--- src/rtl/fetch_unit.sv ---
// fetch_unit: instruction-fetch stage; owns the PC, issues in-order imem requests, buffers two returns.
// Define FETCH_STATS_EN to add the fetch_count / flush_count statistics outputs.
//
// state | meaning
// RUN   | drop_cnt == 0, responses are written into the output buffer
// FLUSH | drop_cnt >  0, responses belong to a squashed path and are discarded
module fetch_unit #(
    parameter int ADDR_LEN = 32,
    parameter int DATA_LEN = 32,
    parameter logic [ADDR_LEN-1:0] RESET_PC = '0
) (
    input  logic                clk,
    input  logic                rst,
    input  logic                stall,
    input  logic                redirect_valid,
    input  logic [ADDR_LEN-1:0] redirect_pc,
    output logic                imem_req_valid,
    input  logic                imem_req_ready,
    output logic [ADDR_LEN-1:0] imem_req_addr,
    input  logic                imem_resp_valid,
    input  logic [DATA_LEN-1:0] imem_resp_data,
    output logic                inst_valid_out,
    output logic [DATA_LEN-1:0] inst_out,
    output logic [ADDR_LEN-1:0] pc_out
`ifdef FETCH_STATS_EN
    ,
    output logic [31:0]         fetch_count,
    output logic [15:0]         flush_count
`endif
);

    typedef enum logic {RUN, FLUSH} phase_t;

    phase_t              phase;
    logic [1:0]          drop_cnt;
    logic [1:0]          drop_nxt;
    logic [ADDR_LEN-1:0] pc_q;
    logic [ADDR_LEN-1:0] tag_q [2];
    logic [1:0]          tag_cnt;
    logic [ADDR_LEN-1:0] buf_pc [2];
    logic [DATA_LEN-1:0] buf_inst [2];
    logic [1:0]          buf_cnt;
    logic [ADDR_LEN-1:0] redirect_aligned;
    logic                req_fire;
    logic                resp_keep;
    logic                head_pop;

    assign redirect_aligned = redirect_pc & ~ADDR_LEN'(3);

    // Credit rule: outstanding plus buffered never exceeds the buffer depth.
    assign imem_req_valid = rst & ~redirect_valid & (({1'b0, tag_cnt} + {1'b0, buf_cnt}) < 3'd2);
    assign imem_req_addr  = pc_q;
    assign req_fire       = imem_req_valid & imem_req_ready;
    assign resp_keep      = imem_resp_valid & ~redirect_valid & (phase == RUN);
    assign head_pop       = inst_valid_out & ~stall & ~redirect_valid;

    assign inst_valid_out = (buf_cnt != 2'd0);
    assign inst_out       = inst_valid_out ? buf_inst[0] : '0;
    assign pc_out         = inst_valid_out ? buf_pc[0]   : '0;

    always_ff @(posedge clk or negedge rst) begin
        if (!rst) begin
            drop_cnt <= 2'd0;
        end else begin
            drop_cnt <= drop_nxt;
        end
    end

    always_comb begin
        phase    = (drop_cnt == 2'd0) ? RUN : FLUSH;
        drop_nxt = drop_cnt;
        if (redirect_valid) begin
            // every request still in flight now belongs to the squashed path
            drop_nxt = tag_cnt - {1'b0, imem_resp_valid};
        end else if (imem_resp_valid && (phase == FLUSH)) begin
            drop_nxt = drop_cnt - 2'd1;
        end
    end

    always_ff @(posedge clk or negedge rst) begin
        if (!rst) begin
            pc_q <= RESET_PC;
        end else if (redirect_valid) begin
            pc_q <= redirect_aligned;
        end else if (req_fire) begin
            pc_q <= pc_q + ADDR_LEN'(4);
        end
    end

    always_ff @(posedge clk or negedge rst) begin
        if (!rst) begin
            tag_cnt  <= 2'd0;
            tag_q[0] <= '0;
            tag_q[1] <= '0;
        end else begin
            case ({req_fire, imem_resp_valid})
                2'b10: begin
                    tag_q[tag_cnt[0]] <= pc_q;
                    tag_cnt           <= tag_cnt + 2'd1;
                end
                2'b01: begin
                    tag_q[0] <= tag_q[1];
                    tag_cnt  <= tag_cnt - 2'd1;
                end
                2'b11: begin
                    if (tag_cnt == 2'd1) begin
                        tag_q[0] <= pc_q;
                    end else begin
                        tag_q[0] <= tag_q[1];
                        tag_q[1] <= pc_q;
                    end
                end
                default: ;
            endcase
        end
    end

    always_ff @(posedge clk or negedge rst) begin
        if (!rst) begin
            buf_cnt     <= 2'd0;
            buf_pc[0]   <= '0;
            buf_pc[1]   <= '0;
            buf_inst[0] <= '0;
            buf_inst[1] <= '0;
        end else if (redirect_valid) begin
            buf_cnt <= 2'd0;
        end else begin
            case ({resp_keep, head_pop})
                2'b10: begin
                    buf_pc[buf_cnt[0]]   <= tag_q[0];
                    buf_inst[buf_cnt[0]] <= imem_resp_data;
                    buf_cnt              <= buf_cnt + 2'd1;
                end
                2'b01: begin
                    buf_pc[0]   <= buf_pc[1];
                    buf_inst[0] <= buf_inst[1];
                    buf_cnt     <= buf_cnt - 2'd1;
                end
                2'b11: begin
                    if (buf_cnt == 2'd1) begin
                        buf_pc[0]   <= tag_q[0];
                        buf_inst[0] <= imem_resp_data;
                    end else begin
                        buf_pc[0]   <= buf_pc[1];
                        buf_inst[0] <= buf_inst[1];
                        buf_pc[1]   <= tag_q[0];
                        buf_inst[1] <= imem_resp_data;
                    end
                end
                default: ;
            endcase
        end
    end

`ifdef FETCH_STATS_EN
    always_ff @(posedge clk or negedge rst) begin
        if (!rst) begin
            fetch_count <= 32'd0;
            flush_count <= 16'd0;
        end else begin
            if (resp_keep && (fetch_count != 32'hFFFF_FFFF)) begin
                fetch_count <= fetch_count + 32'd1;
            end
            if (redirect_valid) begin
                flush_count <= flush_count + 16'd1;
            end
        end
    end
`endif

endmodule

--- config.mk ---
export PLATFORM = sky130hd
export DESIGN_NAME = fetch_unit
export DESIGN_NICKNAME = d
export VERILOG_FILES = /design/src/rtl/fetch_unit.sv
export SDC_FILE = /design/constraint.sdc
export NUM_CORES = 1
export LEC_CHECK = 0
export ABC_AREA = 1
export CORE_AREA = 5 5 177 179
export CTS_CLUSTER_SIZE = 24
export DETAILED_ROUTE_END_ITERATION = 10
export DIE_AREA = 0 0 182 184
export SYNTH_ARGS = -nofsm -noshare
export SYNTH_HDL_FRONTEND = slang
export SYNTH_SLANG_ARGS = --single-unit
--- constraint.sdc ---
create_clock -name clk -period 4.09 [get_ports clk]
set_clock_uncertainty 0.15 [all_clocks]
set_input_delay 1.0225 -clock clk [delete_from_list [all_inputs] [get_ports clk]]
set_output_delay 1.0225 -clock clk [all_outputs]
set_load 0.01 [all_outputs]
# Yosys cells after proc, flatten, opt, wreduce, memory -nomap -nowiden
# Index checks and enable logic that the tools add are counted.
[word_totals]
inputBits = 70
reg_bits = 230
out_inout_bits = 98
[op_classes]
order_cmp = 5
mux = 29
reduce_logical = 16
add_sub_neg = 8
n_eq_ne = 10
bitwise_logic = 11
[ops]
columns = ["operator", "n"]
rows = [
  ["$mux W32", 12],
  ["$pmux W32 S3", 3],
  ["$bwmux W64", 3],
  ["$pmux W32 S2", 3],
  ["$demux W32 S1", 2],
  ["$add A32 B3 Y32 const B", 1],
  ["$reduce_bool A2 Y1", 6],
  ["$reduce_bool A3 Y1", 3],
  ["$eq A2 B1 Y1 const B", 4],
  ["$eq A2 B2 Y1 const B", 4],
  ["$pmux W2 S2", 2],
  ["$and A1 B1 Y1", 7],
  ["$mux W2", 3],
  ["$sub A2 B1 Y2 const B", 3],
  ["$add A2 B1 Y2 const B", 2],
  ["$ge A2 B2 Y1 const B", 2],
  ["$lt A2 B1 Y1 const B", 2],
  ["$ne A2 B2 Y1 const B", 2],
  ["$not A1 Y2", 2],
  ["$reduce_and A2 Y1", 2],
  ["$add A2 B2 Y3", 1],
  ["$logic_and A1 B1 Y1", 3],
  ["$lt A3 B2 Y1 const B", 1],
  ["$reduce_and A3 Y1", 1],
  ["4 further kinds", 5],
]

# Longest topological paths before layout
# Gate-level depths: netlist of run 1.
[logic_depth]
depth_word = 7
mapped_depth = 16

# Worst setup path after synthesis of run 1
# OpenSTA, ideal clock, no wires.
[synth_path]
path_kind = "input to register"
startpoint = "input port redirect_valid"
endpoint = "register tag_q[28] (netlist name)"
required_ns = 3.862
setup_slack_ns = 0.966
setup_time_ns = 0.078
path_buffers = 4
arrival_time_ns = 2.896
path_stages = 12
path_cell_list = "buf_6 > nor2_1 > nand4_2 > inv_2 > buf_2 > ha_1 > nand2_1 > nand2_1 > clkbuf_1 > clkbuf_1 > nor2_1 > a21oi_1"
[synth_between]
elab_chain_cells = 7
[synth_lines]
columns = ["element", "line_no", "source"]
rows = [
  ["start, declared", "15", "input logic redirect_valid,"],
  ["$not A1 Y1 (no line) (*)", "n/a", ""],
  ["$and A1 B1 Y1 (*) (2 in series)", "51", "assign imem_req_valid = rst & ~redirect_valid & (({1'b0, tag_cnt} + {1'b0, buf_cnt}) < 3'd2);"],
  ["$and A1 B1 Y1 (*)", "53", "assign req_fire = imem_req_valid & imem_req_ready;"],
  ["$eq A2 B2 Y1", "96", "case ({req_fire, imem_resp_valid})"],
  ["$ne A2 B2 Y1 (no line) or $reduce_bool A2 Y1 (tied branches)", "n/a", ""],
  ["$reduce_and A2 Y1 (no line)", "n/a", ""],
  ["end signal, assigned by index", "98", "tag_q[tag_cnt[0]] <= pc_q;"],
  ["end, declared", "38", "logic [ADDR_LEN-1:0] tag_q [2];"],
]
# Mark *: on every way between the ends. The rest lies on a longest branch, timed or not.
# A chain may end at the register's enable or synchronous reset.

# Worst setup path after layout of run 1
[layout_path]
startpoint = "input port redirect_valid"
endpoint = "output port imem_req_valid"
[layout_between]
elab_chain_cells = 3
[layout_lines]
columns = ["element", "line_no", "source"]
rows = [
  ["$not A1 Y1 (no line)", "n/a", ""],
  ["$and A1 B1 Y1 (2 in series)", "51", ""],
  ["end, declared", "17", "output logic imem_req_valid,"],
]
# Every way passes these cells.

==> flow_metrics.py, run 1 <==
metrics = {
    "run_status": {
        "status": "completed",
    },
    "floorplan": {
        "chipWidth_um": 182,
        "die_h_um": 184,
        "rows": 63,
        "start_util_pct": 39.6,
        "die_area_mm2": 0.0335,
        "io_pins": 168,
        "core_mm2": 0.0294,
    },
    "place": {
        "dpl.hpwl_mm": 22.2,
        "placed_cells": 2081,
        "routabilityCongestion": 0.883,
        "numPortBuffers": 163,
    },
    "worst_setup_path": {
        "critical_path.cell_chain": "clkdlybuf4s50_1 > nor2_1 > nand3_1 > inv_1 > clkdlybuf4s50_1",
        "critPathLaunch": "redirect_valid",
        "timing.rr.end": "buf_pc[52]$_DFFE_PN0P_",
        "critPathMaxStageDelay_ps": 570,
        "required_ps": 2920,
        "cp.arrival_ps": 2490,
        "cp-end-kind": "output port",
        "rr_startpoint": "buf_cnt[0]$_DFFE_PN0P_",
        "crit_path_start_kind": "primary input",
        "crit_slowest_cell": "clkdlybuf4s50_1",
        "rr_worst_depth": 10,
        "r2r_slack_ps": 750,
        "path_common_cell": "clkdlybuf4s50_1",
        "crit_type": "primary input to output port",
        "critPathBufInv": 3,
        "critical_path.max_fanout": 4,
        "cp_top_family": "buffers and inverters",
    },
    "cts": {
        "cts_resized": 0,
        "root_buffer": "clkbuf_16",
        "cts_setup_buffers": 0,
        "clk_latency_ps": 520,
        "clockBufferDepth": 3,
        "cts_tree": "yes",
        "h-tree-depth": 1,
        "cts_hold_buf": 0,
        "clk_pin_slew_ps": 60,
        "cts_num_sinks": 223,
        "cts_made_buffers": 25,
    },
    "power": {
        "p_total_uw": 9800,
        "power-per-cell-area_mw_per_mm2": 682,
        "total_leakage_power_uw": 0.00660,
        "irDropWorstVdd_mv": 0.306,
    },
    "routing": {
        "first_pass_iters": 6,
        "via_per_inst": 4.99,
        "wl_per_cell_um": 15.5,
        "drcViolationCount": 0,
        "ant_nets": 0,
        "wirelength_mm": 32.9,
        "vias": 10600,
        "drt-initial-drc-count": 834,
    },
    "logic_synthesis": {
        "ys_seq_elements": 223,
        "ys.flop_type": "dfrtp_1",
        "avgSynthCellArea_um2": 7.35,
        "synth_edf_count": 0,
        "async_flop_share_pct": 100,
        "synth_cell_type_count": 33,
        "yosysWarnings": 0,
        "syn_area_mm2": 0.0116,
        "syn_inst": 1583,
        "seq_area_frac_synth_pct": 48.0,
    },
    "final_layout": {
        "final_cell_mix": "428 x nand2_1, 223 x dfrtp_1, 210 x nor2_1",
        "stdcell_count": 2126,
        "final_common_cell": "nand2_1",
        "diodes": 0,
        "drive_gt1_share_pct": 5.13,
        "area_growth_pct": 23.6,
        "final_nets": 1800,
    },
    "timing": {
        "period_minus_slack_ps": 3660,
        "setup_viol": 0,
        "hold_violations": 0,
        "fin_setup_tns_ps": 0,
        "maxSlewViolCount": 0,
        "fin_crit_sh_pct": 89.5,
        "rsz0062_at_grt": "false",
        "slew_headroom_pct": 30.7,
        "worst_slew_pin_slew_ps": 1040,
        "clock.fmax_ghz": 0.273,
    },
    "global_route": {
        "grt_pass1_wl_mm": 54.3,
        "first_global_vias": 10300,
        "grt_overflow_total": 0,
        "antenna_found_initial": 0,
        "grt_usage_pct": 19.5,
        "grt_max_degree": 154,
    },
    "flow_run": {
        "cap_violations": 0,
    },
    "worst_hold_path": {
        "hp-class": "primary input to asynchronous set/reset pin",
    },
}
## where the power goes
part | total [µW] | switching [µW] | internal, µW
Clock | 2200 | 907 | 1290
Combinational | 3710 | 2090 | 1620
Sequential | 3890 | 688 | 3200
## Yosys cell counts, drive strengths merged (2+ instances only)
cell type	count	area (µm²)
nor2	214	818
nand3	96	480
inv	185	697
and2	3	18.8
nand2	430	1620
or2	2	12.5
clkinv	3	11.3
nor3	3	15.0
xor2	2	17.5
clkbuf	47	176
o21ai	154	774
nand4	22	144
ha	11	138
o211ai	27	203
a22oi	10	75.1
buf	41	265
dfrtp	223	5580
xnor2	2	17.5
mux2	3	33.8
a21oi	102	510
## per-stage QoR
stage | instance area (µm²) | hold slack, ps | worst slack [ps] | utilization [%]
finish | 14400 | 140 | 431 | 48.9
detailed placement | 13600 | 321 | 257 | 46.2
global route | 14400 | 118 | 332 | 48.9
floorplan | 11600 | 301 | 966 | -
global placement | 13600 | 311 | 218 | 46.2
CTS | 14400 | 107 | 402 | 48.9
## registers in the layout, indices dropped and copies added (netlist names)
register and cells:
tag_cnt 2, imem_req_addr 30, drop_cnt 2, buf_cnt 2
buf_pc 62, tag_q 61, buf_inst 64
## metal layers
metal	vias to the layer above	global-route usage, %	part of all wire [%]	wire (µm)
met5	-	0	0	0
met4	0	4.35	2.1	675
met3	44	3.46	7.0	2300
met2	308	30.2	44	14500
met1	4959	28.6	47	15500
li1	5296	-	-	-
## kinds of logic (layout without fill, tap and decap cells)
logic type / Yosys count / count (layout) / share of synthesized area, %
AND/OR/NAND/NOR: 770 / 770 / 26.7
AO/OA/AOI/OAI: 294 / 294 / 13.5
buffers and inverters: 276 / 428 / 9.88
flip-flops: 223 / 223 / 48.0
adder cells (fa/ha/maj): 12 / 12 / 1.35
XOR/XNOR: 4 / 4 / 0.301
multiplexers: 3 / 3 / 0.290
other: 1 / 2 / 0.0322
## worst max-delay path by stage
stage | end | cells after the start | slack, ps
floorplan | tag_q[28]$_DFFE_PN0P_ | 12 | 970
global placement | buf_pc[45]$_DFFE_PN0P_ | 8 | 220
detailed placement | buf_pc[45]$_DFFE_PN0P_ | 8 | 260
CTS | imem_req_valid | 5 | 400
global route | imem_req_valid | 5 | 330
finish | imem_req_valid | 5 | 430
## area by class of cell
| cell class | count | area (µm²) |
|---|---|---|
| fillers | 2896 | 15000 |
| flip-flops and latches | 223 | 5580 |
| multi-input cells | 1085 | 4920 |
| repair buffers | 195 | 1890 |
| clock buffers | 38 | 734 |
| inverters | 188 | 708 |
| well taps | 390 | 488 |
| clock inverters | 7 | 60.1 |
Power figures use the tool's default switching activity.
==> inputs of run 2 (changes only) <==
--- a/config.mk
+++ b/config.mk
@@ -10,6 +10,7 @@
 export CTS_CLUSTER_SIZE = 24
 export DETAILED_ROUTE_END_ITERATION = 10
 export DIE_AREA = 0 0 182 184
+export SLEW_MARGIN = 40
 export SYNTH_ARGS = -nofsm -noshare
 export SYNTH_HDL_FRONTEND = slang
 export SYNTH_SLANG_ARGS = --single-unit
==> constraint.sdc (replaced) <==
create_clock -name clk -period 3.8 [get_ports clk]
set_clock_uncertainty 0.15 [all_clocks]
set_input_delay 0.95 -clock clk [delete_from_list [all_inputs] [get_ports clk]]
set_output_delay 0.95 -clock clk [all_outputs]
set_load 0.01 [all_outputs]
==> run 2 against run 1 <==
Effect of this change:
- clock power grew 13%
- largest cell class unchanged
- routed wire length grew 0.18%
- non-clock buffer count grew 5
- critical endpoint is now pc_out[4]
- register-to-register slack gained 110 ps
==> flow_metrics.py, run 2 (synthesis gave the netlist of run 1 again) <==
metrics = {
    "timing": {
        "fin_setup_tns_ps": 0,
        "worst_slew_pin_slew_ps": 797,
        "clock.fmax_ghz": 0.283,
        "hold_violations": 0,
        "layout_setup_ws_ps": 268,
        "setup_viol": 0,
        "period_minus_slack_ps": 3530,
        "fin_hold_ws_ps": 339,
        "rsz0062_at_grt": "false",
        "fin_crit_sh_pct": 93.0,
        "maxSlewViolCount": 0,
        "slew_headroom_pct": 46.7,
    },
    "cts": {
        "clockBufferDepth": 3,
        "cts_setup_buffers": 0,
        "root_buffer": "clkbuf_16",
        "cts_num_sinks": 223,
        "cts_tree": "yes",
        "cts_made_buffers": 26,
        "cts_hold_buf": 0,
        "h-tree-depth": 1,
        "clk_pin_slew_ps": 60,
        "cts_resized": 0,
        "clk_latency_ps": 530,
    },
    "routing": {
        "drt-initial-drc-count": 770,
        "wirelength_mm": 33.0,
        "drcViolationCount": 0,
        "wl_met1_mm": 15.6,
        "ant_nets": 0,
        "vias": 10700,
        "top_layer": "met4",
        "wl_per_cell_um": 15.5,
        "route.met3.wl_mm": 2.09,
        "wl_met2_mm": 14.7,
        "via_per_inst": 5.03,
        "first_pass_iters": 6,
    },
    "worst_hold_path": {
        "hp-class": "flip-flop to flip-flop",
    },
    "worst_setup_path": {
        "crit_path_start_kind": "flip-flop",
        "cp-end-kind": "output port",
        "crit_type": "flip-flop to output port",
        "cp.arrival_ps": 2430,
        "required_ps": 2700,
        "critical_path.max_fanout": 30,
    },
    "floorplan": {
        "io_pins": 168,
        "rows": 63,
        "start_util_pct": 39.6,
        "die_h_um": 184,
        "chipWidth_um": 182,
        "core_mm2": 0.0294,
        "die_area_mm2": 0.0335,
    },
    "place": {
        "dpl.hpwl_mm": 22.4,
        "pre_cts_slack_ps": 436,
        "place_area_mm2": 0.0137,
        "numPortBuffers": 163,
        "routabilityCongestion": 0.878,
        "placed_cells": 2086,
    },
    "final_layout": {
        "reg_top3": "buf_inst (64), buf_pc (62), tag_q (61)",
        "final_common_cell": "nand2_1",
        "regMostFlops": "buf_inst",
        "largest_register_ff_count": 64,
        "diodes": 0,
        "postLayoutCellArea_mm2": 0.0145,
        "final_cell_mix": "428 x nand2_1, 223 x dfrtp_1, 209 x nor2_1",
        "regArea_mm2": 0.00558,
        "stdcell_count": 2130,
        "multi_input_area_mm2": 0.00492,
        "final_nets": 1806,
        "drive_gt1_share_pct": 5.40,
        "area_growth_pct": 24.9,
        "fillers": 2962,
    },
    "global_route": {
        "grt_pass1_wl_mm": 54.7,
        "grt_overflow_total": 0,
        "antenna_found_initial": 0,
        "grt_max_degree": 96,
        "grt_usage_pct": 19.7,
        "first_global_vias": 10500,
    },
    "run_status": {
        "status": "completed",
    },
    "power": {
        "power-per-cell-area_mw_per_mm2": 737,
        "total_leakage_power_uw": 0.00666,
        "irDropWorstVdd_mv": 0.339,
    },
    "flow_run": {
        "cap_violations": 0,
    },
}
[run 2: changes by cell type in the layout (fill, tap and decap cells not counted), sizes merged]
| cell | delta |
|---|---|
| buf | +5 |
| clkbuf | +4 |
| clkinv | -5 |
[run 2: routing by layer]
layer	global-route usage, %	up-vias
met5	0	-
met4	3.87	0
met3	3.24	42
met2	32.0	309
met1	28.0	5056
li1	-	5301
[run 2: path summary, 6_finish.rpt]
| path | startpoint | endpoint | slack (ps) | cells past startpoint |
|---|---|---|---|---|
| max | buf_cnt[0]$_DFFE_PN0P_ | pc_out[4] | 270 | 5 |
| min | buf_inst[11]$_DFFE_PN0P_ | buf_inst[11]$_DFFE_PN0P_ | 340 | 2 |
| max reg2reg | buf_cnt[0]$_DFFE_PN0P_ | buf_pc[40]$_DFFE_PN0P_ | 860 | 10 |
| min reg2reg | buf_inst[11]$_DFFE_PN0P_ | buf_inst[11]$_DFFE_PN0P_ | 340 | 2 |
| max in group asynchronous | rst | buf_pc[12]$_DFFE_PN0P_ | 1870 | 4 |
| min in group asynchronous | rst | buf_inst[29]$_DFFE_PN0P_ | 370 | 2 |
[run 2: layout make-up]
type                       instances  share of cell area [%]
clock inverter                     2                   0.241
clock buffer                      42                    5.59
sequential                       223                    38.4
multi-input combinational       1085                    33.9
timing repair buffer             200                    13.7
inverter                         188                    4.87
tap                              390                    3.36
[run 2: worst max-delay path, stage by stage, from the launching register on]
cell,delay (ps)
dfrtp_1,450
clkinv_1,120
ha_2,290
buf_4,260
nor2_1,200
clkdlybuf4s50_1,590
[run 2: power by group]
part | internal, µW | total [µW] | leakage (µW) | switching [µW]
combinational | 1770 | 4020 | 0.00355 | 2250
clock | 1510 | 2480 | 0.000417 | 972
sequential | 3450 | 4210 | 0.00269 | 760
total | 6720 | 10700 | 0.00666 | 3980
[run 2: per-stage QoR]
| stage | utilization (%) | total power [µW] |
|---|---|---|
| after global placement | 46.4 | 8180 |
| after detailed placement | 46.5 | 8290 |
| after CTS | 49.4 | 10800 |
| after floorplan | - | 6460 |
| final | 49.4 | 10700 |
| after global routing | 49.4 | 11600 |
==> inputs of run 3 (changes only) <==
--- a/config.mk
+++ b/config.mk
@@ -7,9 +7,12 @@
 export LEC_CHECK = 0
 export ABC_AREA = 1
 export CORE_AREA = 5 5 177 179
+export CTS_CLUSTER_DIAMETER = 120
 export CTS_CLUSTER_SIZE = 24
 export DETAILED_ROUTE_END_ITERATION = 10
 export DIE_AREA = 0 0 182 184
+export HOLD_SLACK_MARGIN = 0.06
+export SKIP_LAST_GASP = 1
 export SLEW_MARGIN = 40
 export SYNTH_ARGS = -nofsm -noshare
 export SYNTH_HDL_FRONTEND = slang
==> run 3 against run 2 <==
Effect of this change:
- non-clock buffer count stayed put
- flip-flop and latch count did not move
- worst hold slack improved by 7.4 ps
- register-to-register slack better by 50 ps
- via count decreased by 2.1%
- cell area decreased by 3.5%
- global-route usage down 0.38 points
- sequential share of layout area increased by 1.4 points
- count of clock-buffer cells in the layout is 29 lower
- sequential power hardly changed
- power shrank 10%
- critical path type unchanged
- critical endpoint unchanged
==> flow_metrics.py, run 3 (synthesis gave the netlist of run 1 again) <==
metrics = {
    "cts": {
        "cts_resized": 0,
        "cts_hold_buf": 0,
        "cts_tree": "yes",
        "clk_pin_slew_ps": 100,
        "clk_latency_ps": 480,
        "clockBufferDepth": 3,
        "h-tree-depth": 1,
        "cts_setup_buffers": 0,
        "root_buffer": "clkbuf_16",
        "cts_made_buffers": 13,
        "cts_num_sinks": 223,
    },
    "timing": {
        "slew_headroom_pct": 48.0,
        "fin_crit_sh_pct": 92.5,
        "rsz0062_at_grt": "false",
        "setup_viol": 0,
        "hold_violations": 0,
        "clock.fmax_ghz": 0.284,
        "maxSlewViolCount": 0,
        "period_minus_slack_ps": 3520,
        "worst_slew_pin_slew_ps": 777,
        "fin_setup_tns_ps": 0,
    },
    "floorplan": {
        "die_area_mm2": 0.0335,
        "chipWidth_um": 182,
        "io_pins": 168,
        "start_util_pct": 39.6,
        "die_h_um": 184,
        "rows": 63,
        "core_mm2": 0.0294,
    },
    "routing": {
        "wl_per_cell_um": 15.5,
        "via_per_inst": 4.99,
        "drcViolationCount": 0,
        "ant_nets": 0,
        "first_pass_iters": 6,
        "vias": 10500,
        "drt-initial-drc-count": 879,
        "wirelength_mm": 32.5,
    },
    "worst_setup_path": {
        "required_ps": 2700,
        "cp.arrival_ps": 2420,
        "critical_path.cell_chain": "clkinv_1 > ha_2 > buf_4 > nor2_1 > clkdlybuf4s50_1",
        "crit_path_start_kind": "flip-flop",
        "cp-end-kind": "output port",
        "crit_type": "flip-flop to output port",
        "critical_path.max_fanout": 30,
        "timing.rr.end": "buf_pc[44]$_DFFE_PN0P_",
        "r2r_slack_ps": 910,
        "crit_slowest_cell": "clkdlybuf4s50_1",
        "rr_startpoint": "buf_cnt[0]$_DFFE_PN0P_",
        "critPathMaxStageDelay_ps": 600,
        "rr_worst_depth": 10,
    },
    "global_route": {
        "antenna_found_initial": 0,
        "grt_usage_pct": 19.3,
        "grt_max_degree": 96,
        "first_global_vias": 10300,
        "grt_overflow_total": 0,
        "grt_pass1_wl_mm": 53.8,
    },
    "worst_hold_path": {
        "hp-class": "flip-flop to flip-flop",
        "worst_hold_path.endpoint": "buf_inst[10]$_DFFE_PN0P_",
        "hold_depth": 2,
        "worstHoldStart": "buf_inst[10]$_DFFE_PN0P_",
    },
    "final_layout": {
        "fin_util_pct": 47.7,
        "regMostFlops": "buf_inst",
        "final_cell_mix": "428 x nand2_1, 223 x dfrtp_1, 209 x nor2_1",
        "largest_register_ff_count": 64,
        "drive_gt1_share_pct": 4.15,
        "final_nets": 1793,
        "postLayoutCellArea_mm2": 0.0140,
        "diodes": 0,
        "area_growth_pct": 20.6,
        "final_common_cell": "nand2_1",
        "fillers": 3015,
        "reg_top3": "buf_inst (64), buf_pc (62), tag_q (61)",
    },
    "flow_run": {
        "cap_violations": 0,
    },
    "power": {
        "total_leakage_power_uw": 0.00641,
        "power-per-cell-area_mw_per_mm2": 687,
        "irDropWorstVdd_mv": 0.258,
    },
    "place": {
        "place_area_mm2": 0.0137,
        "dpl.hpwl_mm": 22.4,
        "numPortBuffers": 163,
        "routabilityCongestion": 0.878,
    },
    "run_status": {
        "status": "completed",
    },
}
[run 3: cell types whose count changed in the layout (fill, tap and decap cells not counted)]
cell and delta:
bufinv_16 -1, inv_16 +1, clkbuf_8 -8, clkinv_2 -1, clkbuf_16 -14, clkbuf_1 -7
[run 3: critical path: cells and delay by family (launching register included)]
family | cells | cell delay, ps
buf+inv | 3 | 980
fa+ha+maj | 1 | 290
flops | 1 | 460
simple gates | 1 | 210
[run 3: power by group]
group | leakage, µW | internal (µW) | switching, µW
Combinational | 0.00355 | 1770 | 2240
Sequential | 0.00269 | 3430 | 752
Clock | 0.000170 | 633 | 804
Total | 0.00641 | 5830 | 3800
[run 3: area by class of cell]
class | count | area [µm²] | area share [%]
inverters | 188 | 708 | 5.05
flip-flops and latches | 223 | 5580 | 39.8
well taps | 390 | 488 | 3.48
multi-input cells | 1085 | 4920 | 35.1
repair buffers | 200 | 1990 | 14.2
clock inverters | 1 | 20.0 | 0.143
clock buffers | 13 | 325 | 2.32
[run 3: per-layer routing]
layer  vias to the layer above  GRT usage (%)  routed length [µm]
met1                      4916           27.7               15400
met4                         0           3.15                 432
met5                         -              0                   0
met2                       300           31.6               14600
li1                       5247              -                   -
met3                        24           2.89                2040
[run 3: how the worst max path moves through the flow]
| stage | from | endpoint | slack (ps) |
|---|---|---|---|
| 3_3_place_gp | redirect_valid | buf_pc[44]$_DFFE_PN0P_ | 80 |
| 2_1_floorplan | redirect_valid | tag_q[28]$_DFFE_PN0P_ | 750 |
| 6_report | buf_cnt[0]$_DFFE_PN0P_ | pc_out[4] | 280 |
| 5_1_grt | buf_cnt[1]$_DFFE_PN0P_ | pc_out[4] | 190 |
| 4_1_cts | buf_cnt[0]$_DFFE_PN0P_ | pc_out[4] | 240 |
| 3_5_place_dp | redirect_valid | buf_inst[62]$_DFFE_PN0P_ | 440 |
[run 3: through the flow]
step / hold WS, ps / std cells / setup slack [ps] / power [µW]
global placement: 313 / 2085 / 75.9 / 8180
detailed placement: 325 / 2086 / 436 / 8290
finish: 346 / 2100 / 284 / 9630
floorplan: 301 / 1584 / 749 / 6460
global route: 379 / 2100 / 187 / 10500
CTS: 347 / 2100 / 244 / 9750
